--- config.mk ---
export PLATFORM = sky130hd
export DESIGN_NAME = audio_frame_sequencer_flat
export DESIGN_NICKNAME = d
export VERILOG_FILES = /design/src/rtl/audio_frame_sequencer_pkg.sv /design/src/rtl/audio_frame_sequencer_if.sv /design/src/rtl/audio_frame_sequencer_fifo.sv /design/src/rtl/audio_frame_sequencer.sv /design/src/flat_wrapper.sv
export SDC_FILE = /design/constraint.sdc
export NUM_CORES = 1
export LEC_CHECK = 0
export ABC_AREA = 1
export CORE_MARGIN = 3
export CORE_UTILIZATION = 60
export CTS_CLUSTER_DIAMETER = 120
export DETAILED_ROUTE_END_ITERATION = 8
export PLACE_DENSITY = 0.84
export SETUP_SLACK_MARGIN = 0.1
export SLEW_MARGIN = 20
export SYNTH_ARGS = -nofsm -noshare
export SYNTH_HDL_FRONTEND = slang
export SYNTH_SLANG_ARGS = --single-unit
--- constraint.sdc ---
create_clock -name i_clk -period 7.2 [get_ports i_clk]
set_clock_uncertainty 0.15 [all_clocks]
set_input_delay 1.44 -clock i_clk [delete_from_list [all_inputs] [get_ports i_clk]]
set_output_delay 1.44 -clock i_clk [all_outputs]
set_load 0.02 [all_outputs]
--- src/rtl/audio_frame_sequencer_pkg.sv ---
// Shared constants and types for the audio frame sequencer.
// Defaults target an I2S transmitter at about 48 kHz from a 50 MHz clock.
package audio_pkg;

    localparam int AUDIO_SIZE       = 8;
    localparam int FRAME_CYCLES_48K = 1042;
    localparam int FIFO_DEPTH       = 4;

    typedef struct packed {
        logic [AUDIO_SIZE-1:0] left;
        logic [AUDIO_SIZE-1:0] right;
    } stereo_sample_t;

    function automatic logic [7:0] sat_inc8(input logic [7:0] v);
        return (v == 8'hFF) ? v : v + 8'd1;
    endfunction

endpackage

--- src/rtl/audio_frame_sequencer_if.sv ---
// Upstream sample handshake plus frame-timed outputs to the I2S transmitter.
// master = sample source / observer, slave = sequencer.
interface audio_frame_sequencer_if #(
    parameter int SIZE  = 8,
    parameter int DEPTH = 4
);
    localparam int FW = $clog2(DEPTH) + 1;

    logic [SIZE-1:0] in_left;
    logic [SIZE-1:0] in_right;
    logic            in_valid;
    logic            in_ready;
    logic            mute;
    logic            ws;
    logic [SIZE-1:0] data_left;
    logic [SIZE-1:0] data_right;
    logic            frame_strobe;
    logic [FW-1:0]   fill;
    logic [7:0]      underruns;

    modport master (
        output in_left, in_right, in_valid, mute,
        input  in_ready, ws, data_left, data_right,
        input  frame_strobe, fill, underruns
    );

    modport slave (
        input  in_left, in_right, in_valid, mute,
        output in_ready, ws, data_left, data_right,
        output frame_strobe, fill, underruns
    );

endinterface

--- src/rtl/audio_frame_sequencer_fifo.sv ---
// Circular sample FIFO; push is ignored when full, pop when empty.
// Storage is not reset, only pointers and the occupancy count.
module sample_fifo #(
    parameter int W     = 16,
    parameter int DEPTH = 4
) (
    input  logic                     i_clk,
    input  logic                     i_rst,
    input  logic                     i_push,
    input  logic                     i_pop,
    input  logic [W-1:0]             i_data,
    output logic [W-1:0]             o_data,
    output logic                     o_full,
    output logic                     o_empty,
    output logic [$clog2(DEPTH):0]   o_count
);
    localparam int AW = (DEPTH > 1) ? $clog2(DEPTH) : 1;
    localparam int FW = $clog2(DEPTH) + 1;

    logic [W-1:0]  r_mem [DEPTH];
    logic [AW-1:0] r_wptr;
    logic [AW-1:0] r_rptr;
    logic [FW-1:0] r_count;
    logic          w_push;
    logic          w_pop;

    assign o_full  = (r_count == FW'(DEPTH));
    assign o_empty = (r_count == '0);
    assign o_count = r_count;
    assign o_data  = r_mem[r_rptr];
    assign w_push  = i_push && !o_full;
    assign w_pop   = i_pop && !o_empty;

    always_ff @(posedge i_clk) begin
        if (w_push)
            r_mem[r_wptr] <= i_data;
    end

    // Power-of-two depth lets the pointers wrap by natural overflow.
    always_ff @(posedge i_clk or posedge i_rst) begin
        if (i_rst) begin
            r_wptr  <= '0;
            r_rptr  <= '0;
            r_count <= '0;
        end else begin
            if (w_push)
                r_wptr <= r_wptr + 1'b1;
            if (w_pop)
                r_rptr <= r_rptr + 1'b1;
            unique case ({w_push, w_pop})
                2'b10:   r_count <= r_count + 1'b1;
                2'b01:   r_count <= r_count - 1'b1;
                default: r_count <= r_count;
            endcase
        end
    end

endmodule

--- src/rtl/audio_frame_sequencer.sv ---
// Frame timing for an I2S transmitter: buffers stereo samples and
// releases one frame per FRAME_CYCLES with word select and underrun count.
module audio_frame_sequencer
    import audio_pkg::*;
#(
    parameter int SIZE         = AUDIO_SIZE,
    parameter int FRAME_CYCLES = FRAME_CYCLES_48K,
    parameter int DEPTH        = FIFO_DEPTH
) (
    input  logic                    i_clk,
    input  logic                    i_rst,
    audio_frame_sequencer_if.slave  io_bus
);
    localparam int CW = $clog2(FRAME_CYCLES);
    localparam int FW = $clog2(DEPTH) + 1;

    logic [CW-1:0]     r_cnt;
    logic              r_ws;
    logic              r_strobe;
    logic [SIZE-1:0]   r_left;
    logic [SIZE-1:0]   r_right;
    logic [7:0]        r_underruns;

    logic [CW-1:0]     w_cnt_nxt;
    logic              w_boundary;
    logic              w_push;
    logic              w_pop;
    logic              w_full;
    logic              w_empty;
    logic [FW-1:0]     w_count;
    logic [2*SIZE-1:0] w_head;

    assign w_boundary = (r_cnt == CW'(FRAME_CYCLES - 1));
    assign w_cnt_nxt  = w_boundary ? '0 : r_cnt + 1'b1;

    // Occupancy before any same-edge pop decides acceptance.
    assign w_push = io_bus.in_valid && !w_full;
    assign w_pop  = w_boundary && !w_empty;

    sample_fifo #(
        .W     (2 * SIZE),
        .DEPTH (DEPTH)
    ) u_fifo (
        .i_clk   (i_clk),
        .i_rst   (i_rst),
        .i_push  (w_push),
        .i_pop   (w_pop),
        .i_data  ({io_bus.in_left, io_bus.in_right}),
        .o_data  (w_head),
        .o_full  (w_full),
        .o_empty (w_empty),
        .o_count (w_count)
    );

    always_ff @(posedge i_clk or posedge i_rst) begin
        if (i_rst) begin
            r_cnt       <= '0;
            r_ws        <= 1'b0;
            r_strobe    <= 1'b0;
            r_left      <= '0;
            r_right     <= '0;
            r_underruns <= '0;
        end else begin
            r_cnt    <= w_cnt_nxt;
            r_ws     <= (w_cnt_nxt >= CW'(FRAME_CYCLES / 2));
            r_strobe <= w_boundary;
            if (w_boundary) begin
                if (!w_empty) begin
                    r_left  <= io_bus.mute ? '0 : w_head[2*SIZE-1:SIZE];
                    r_right <= io_bus.mute ? '0 : w_head[SIZE-1:0];
                end else begin
                    r_left      <= '0;
                    r_right     <= '0;
                    r_underruns <= sat_inc8(r_underruns);
                end
            end
        end
    end

    assign io_bus.in_ready     = !w_full;
    assign io_bus.ws           = r_ws;
    assign io_bus.frame_strobe = r_strobe;
    assign io_bus.data_left    = r_left;
    assign io_bus.data_right   = r_right;
    assign io_bus.fill         = w_count;
    assign io_bus.underruns    = r_underruns;

endmodule

--- src/flat_wrapper.sv ---
// flat-port wrapper written by rule: the top's interface ports become plain ports
module audio_frame_sequencer_flat import audio_pkg::*;
#(
    parameter int SIZE         = AUDIO_SIZE,
    parameter int FRAME_CYCLES = FRAME_CYCLES_48K,
    parameter int DEPTH        = FIFO_DEPTH
)
  (i_clk, i_rst, io_bus_in_left, io_bus_in_right, io_bus_in_valid, io_bus_mute, io_bus_in_ready, io_bus_ws, io_bus_data_left, io_bus_data_right, io_bus_frame_strobe, io_bus_fill, io_bus_underruns);
  audio_frame_sequencer_if #(.SIZE(SIZE), .DEPTH(DEPTH)) io_bus_i ();
  input  logic i_clk;
  input  logic i_rst;
  input wire logic [$bits(io_bus_i.in_left)-1:0] io_bus_in_left;
  input wire logic [$bits(io_bus_i.in_right)-1:0] io_bus_in_right;
  input wire logic [$bits(io_bus_i.in_valid)-1:0] io_bus_in_valid;
  input wire logic [$bits(io_bus_i.mute)-1:0] io_bus_mute;
  output wire logic [$bits(io_bus_i.in_ready)-1:0] io_bus_in_ready;
  output wire logic [$bits(io_bus_i.ws)-1:0] io_bus_ws;
  output wire logic [$bits(io_bus_i.data_left)-1:0] io_bus_data_left;
  output wire logic [$bits(io_bus_i.data_right)-1:0] io_bus_data_right;
  output wire logic [$bits(io_bus_i.frame_strobe)-1:0] io_bus_frame_strobe;
  output wire logic [$bits(io_bus_i.fill)-1:0] io_bus_fill;
  output wire logic [$bits(io_bus_i.underruns)-1:0] io_bus_underruns;
  assign io_bus_i.in_left = io_bus_in_left;
  assign io_bus_i.in_right = io_bus_in_right;
  assign io_bus_i.in_valid = io_bus_in_valid;
  assign io_bus_i.mute = io_bus_mute;
  assign io_bus_in_ready = io_bus_i.in_ready;
  assign io_bus_ws = io_bus_i.ws;
  assign io_bus_data_left = io_bus_i.data_left;
  assign io_bus_data_right = io_bus_i.data_right;
  assign io_bus_frame_strobe = io_bus_i.frame_strobe;
  assign io_bus_fill = io_bus_i.fill;
  assign io_bus_underruns = io_bus_i.underruns;
  audio_frame_sequencer #(.SIZE(SIZE), .FRAME_CYCLES(FRAME_CYCLES), .DEPTH(DEPTH)) u_core (.i_clk(i_clk), .i_rst(i_rst), .io_bus(io_bus_i));
endmodule
* Word level (Yosys, flattened, before mapping)
Memories as Yosys holds them, arrays and structs flattened.
Cells that the tools add are included.
** Cells by class
- Add/subtract/negate cells :: 6
- Multiply operators :: 0
- Divide/modulo/power cells :: 0
- Order comparisons :: 1
- Equality and inequality tests :: 5
- Shift-type cells :: 0
- Mux-type cells :: 8
- Bitwise gates (word level) :: 1
- Reductions and logical operators :: 9
** Operator list (number)
- $mux 8 :: 4
- $add 11x1->11 const B :: 1
- $eq 11x11->1 const B :: 1
- $ge 11x10->1 const B :: 1
- $mux 11 :: 1
- $add 8x1->8 const B :: 1
- $eq 8x8->1 const B :: 1
- $pmux 3 s2 :: 1
- $add 2x1->2 const B :: 2
- $logic_and 1x1->1 :: 4
- $add 3x1->3 const B :: 1
- $eq 3x3->1 const B :: 1
- $logic_not 3->1 :: 1
- $reduce_and 3->1 :: 1
- $sub 3x1->3 const B :: 1
- $eq 2x1->1 const B :: 1
- $eq 2x2->1 const B :: 1
- $logic_not 1->1 :: 2
- $mux 1 :: 2
- $reduce_bool 2->1 :: 1
- $not 1->1 :: 1
** Storage, ports and cells
- Bits in registers :: 44
- Latch bits :: 0
- RAM bits :: 64
- ROM bits :: 0
- Input port bits :: 20
- Output and inout port bits :: 30
- Memories :: 1
** Memories
- u_core.u_fifo.r_mem :: depth 4, width 16, rd ports 1, clocked after Yosys merged registers in 0, wr ports 1, line audio_frame_sequencer_fifo.sv:20 : logic [W-1:0] r_mem [DEPTH];

* Longest topological paths before layout
- Word-level depth :: 6
- Depth in mapped cells :: 15
- Mapped depth without buffers :: 14

* Hierarchy
Synthesis repeated with hierarchy kept, for this count alone.
** Second synthesis, totals
- Cell total of the unflattened synthesis :: 480
- Area total of the unflattened synthesis :: 4877.2 um^2
** By module, submodules not included
- sample_fifo :: times used 1, cells an instance 249, area each 3041.7 um^2
- audio_frame_sequencer :: times used 1, cells an instance 231, area each 1835.5 um^2

* Worst setup path after synthesis
Ideal clock, no wire load.
- Kind :: input -> register
- Start :: input port io_bus_in_valid
- End :: memory u_core.u_fifo.r_mem[0][0] (enable)
- Arrival time :: 2.323 ns
- Required time :: 6.661 ns
- Setup slack :: 4.339 ns
- Stages on the path :: 2
- Path buffers :: 0
- Cells stage by stage :: nand2_1 > nor2_1
** On the way
- Word-level cells in the longest chain between the ends :: 4
** RTL lines
- from (decl) :: line flat_wrapper.sv:14 : input wire logic [$bits(io_bus_i.in_valid)-1:0] io_bus_in_valid;
- $logic_and 1x1->1 :: line audio_frame_sequencer.sv:37 : assign w_push = io_bus.in_valid && !w_full;
- $logic_and 1x1->1 :: line audio_frame_sequencer_fifo.sv:31 : assign w_push = i_push && !o_full;
- $mux 1 :: line audio_frame_sequencer_fifo.sv:35 : if (w_push)
- $mux 1 (implied by the code) :: line audio_frame_sequencer_fifo.sv:36 : r_mem[r_wptr] <= i_data;
- to (decl) :: line audio_frame_sequencer_fifo.sv:20
Every way passes these cells.

* Worst setup path in the final report
- Start :: register u_core.u_fifo.r_count[0] (netlist: u_core.u_fifo.o_count[0])
- End :: output port io_bus_in_ready
** On the way
- Word-level cells in the longest chain between the ends :: 2
** RTL lines
- from (decl) :: line audio_frame_sequencer_fifo.sv:23 : logic [FW-1:0] r_count;
- from (signal assigned) :: line audio_frame_sequencer_fifo.sv:51 : 2'b10: r_count <= r_count + 1'b1;
- from (signal assigned) :: line audio_frame_sequencer_fifo.sv:52 : 2'b01: r_count <= r_count - 1'b1;
- from (signal assigned) :: line audio_frame_sequencer_fifo.sv:53 : default: r_count <= r_count;
- $eq 3x3->1 :: line audio_frame_sequencer_fifo.sv:27 : assign o_full = (r_count == FW'(DEPTH));
- $logic_not 1->1 :: line audio_frame_sequencer.sv:80 : assign io_bus.in_ready = !w_full;
- to (decl) :: line flat_wrapper.sv:16 : output wire logic [$bits(io_bus_i.in_ready)-1:0] io_bus_in_ready;
Every way passes these cells.

==> out/results.ini <==
[layout]
nets = 514
diodes = 0
final_common_cell = nor2_1
area_growth_pct = 16.8
layout-drive-gt1-share = 0.102
layout_common_cells = nor2_1, edfxtp_1, nand2_1

[clock_tree]
postCtsHoldBufs = 0
root_buffer = clkbuf_8
clkLatencyLatePin_ns = 0.36
cts_buffer_depth = 2
cts.clk_slew.worst_paths_ns = 0.10
cts_sinks = 108
cts_tree = yes
cts_buffers = 9
htreeDepth = 3
cts_resized = 0
post-cts-setup-buffers = 0

[pwr]
clkPwrFrac = 0.290
p_int_mw = 1.02
p_leak_nw = 2.27
p_switching_uw = 363
seqPwrFrac = 0.563
p_total_mw = 1.38
switching_share = 0.262
max-vdd-ir-drop_mv = 0.144
power_density_mw_per_mm2 = 253
combPwrFrac = 0.147

[routing]
post-route-drc-count = 0
dr.max_layer_used = met4
wl_met1_um = 3930
drtIter0Drc = 206
wl_met2_um = 4720
routed_via_density = 5.45
wl_met3_um = 488
firstDrtPassIters = 4
wl_per_cell_um = 15.8
detail_route.wirelength_um = 9280
vias = 3208
drt.antenna.violating_nets = 0

[critical_path]
critPathSlowestCell = clkdlybuf4s50_1
critical_path_arrival_ns = 1.59
worstPathRequired_ns = 5.61
crit_chain = inv_1 -> nand3_1 -> clkdlybuf4s50_1
end_kind = output port
cpPeakStageDelay_ns = 0.61
worstSetupStartpoint = u_core.u_fifo.o_count[0]
critPathTopFamily = buffers and inverters
crit_path_start_kind = flip-flop
crit_buf_inv = 2
path_max_fanout = 4
path_class = reg2out
worstReg2RegStart = u_core.r_cnt[1]
reg2reg_slack_ns = 4.52

[yosys]
synth_nets = 464
ys_seq_elements = 108
synth.distinct_cells = 29
yosysSeqAreaShare = 0.645
synth_top_cell_by_area = edfxtp_1
yosysWarnings = 0
synth-edff-count = 64
synth.area.top_cells = edfxtp_1, dfrtp_1, nor2_1
synth.top_cell.area_share = 0.410
synthFlopType = edfxtp_1
async_flop_share = 0.407
postSynthCellCount = 435
syn-cell-area_mm2 = 0.00469
avgSynthCellArea_um2 = 10.8

[placement]
place.gp.congestion = 0.900
dp_hpwl_um = 6170
io_buffers = 49
detailedPlace.worstSlack_ns = 3.77

[die]
core_area_mm2 = 0.00741
rows = 31
die_h_um = 94.4
boundaryPins = 50
die_w_um = 94.4
die_area_mm2 = 0.00891
start_util = 0.632

[sta]
slew_viol_final = 0
fmax_mhz = 314
slew_headroom = 0.509
fin_crit_ns = 3.18
period_share = 0.442
worst_pin_slew_ns = 0.734
setup_viol = 0
fin_ws_ns = 4.02
fin_setup_tns_ns = 0
rsz0062_at_grt = no
whs_ns = 0.367
hold_violations = 0

[global_route]
grt_pass1_wl_um = 15200
grt_usage = 0.222
grt_max_degree = 45
grt_overflow_total = 0
grt_pass1_vias = 3164
antenna_found_initial = 0

[worst_hold_path]
hold_path_class = reg2reg
worstHoldStart = u_core.io_bus.data_right[5]

[job]
maxCapViolations = 0

[outcome]
run_status = finished clean

## sequential cells by signal, indices dropped and copies added (netlist names)
register	count
u_core.io_bus.underruns	8
u_core.io_bus.data_left	8
u_core.r_cnt	11
u_core.u_fifo.r_wptr	2
u_core.u_fifo.r_mem	64
u_core.io_bus.frame_strobe	1
u_core.io_bus.ws	1
u_core.u_fifo.r_rptr	2
u_core.io_bus.data_right	8
u_core.u_fifo.o_count	3
## synthesized netlist by cell type, drive strengths merged (8+ instances only)
master and instances:
nor2 93, edfxtp 64, nand2 56, inv 45
dfrtp 44, o21ai 39, a21oi 18, a22o 16
nand3 15, buf 10, ha 8, xor2 8
## power by group through the flow
stage / Clock [mW] / Sequential, mW / Combinational, mW
6_report: 0.402 / 0.778 / 0.203
3_5_place_dp: 0 / 0.792 / 0.204
5_1_grt: 0.431 / 0.786 / 0.229
2_1_floorplan: 0 / 0.796 / 0.109
4_1_cts: 0.405 / 0.778 / 0.206
3_3_place_gp: 0 / 0.787 / 0.192
## final timing paths
path / to / depth (start not counted)
worst max register to register: u_core.u_fifo.o_count[2] / 14
min in group asynchronous: u_core.r_cnt[0] / 3
max in group asynchronous: u_core.u_fifo.r_rptr[0] / 3
worst max-delay path: io_bus_in_ready / 3
worst min register to register: u_core.io_bus.data_right[5] / 1
worst min-delay path: u_core.io_bus.data_right[5] / 1
## kinds of logic after synthesis
family | count (synthesis) | synth area share
simple gates | 171 | 0.154
flops | 108 | 0.645
compound gates | 74 | 0.0937
buf+inv | 60 | 0.0569
xor+xnor | 13 | 0.0243
fa+ha+maj | 9 | 0.0256
## metrics by stage
stage,cells,util,area [um2]
after detailed placement,573,0.708,5250
after floorplan,435,-,4690
after CTS,589,0.738,5470
after global placement,573,0.708,5250
after global routing,589,0.739,5470
final,589,0.739,5470
## layout make-up
| class | count | area [um2] |
|---|---|---|
| flip-flops and latches | 108 | 3020 |
| fillers | 513 | 1940 |
| multi-input cells | 267 | 1400 |
| repair buffers | 54 | 528 |
| inverters | 45 | 176 |
| clock buffers | 9 | 124 |
| well taps | 99 | 124 |
| clock inverters | 7 | 98.8 |
## routing by layer
metal  track usage  vias up
li1              -     1543
met1         0.293     1550
met2         0.381      102
met3        0.0351       13
met4        0.0686        0
met5             0        -
(Power assumes the default switching activity.)
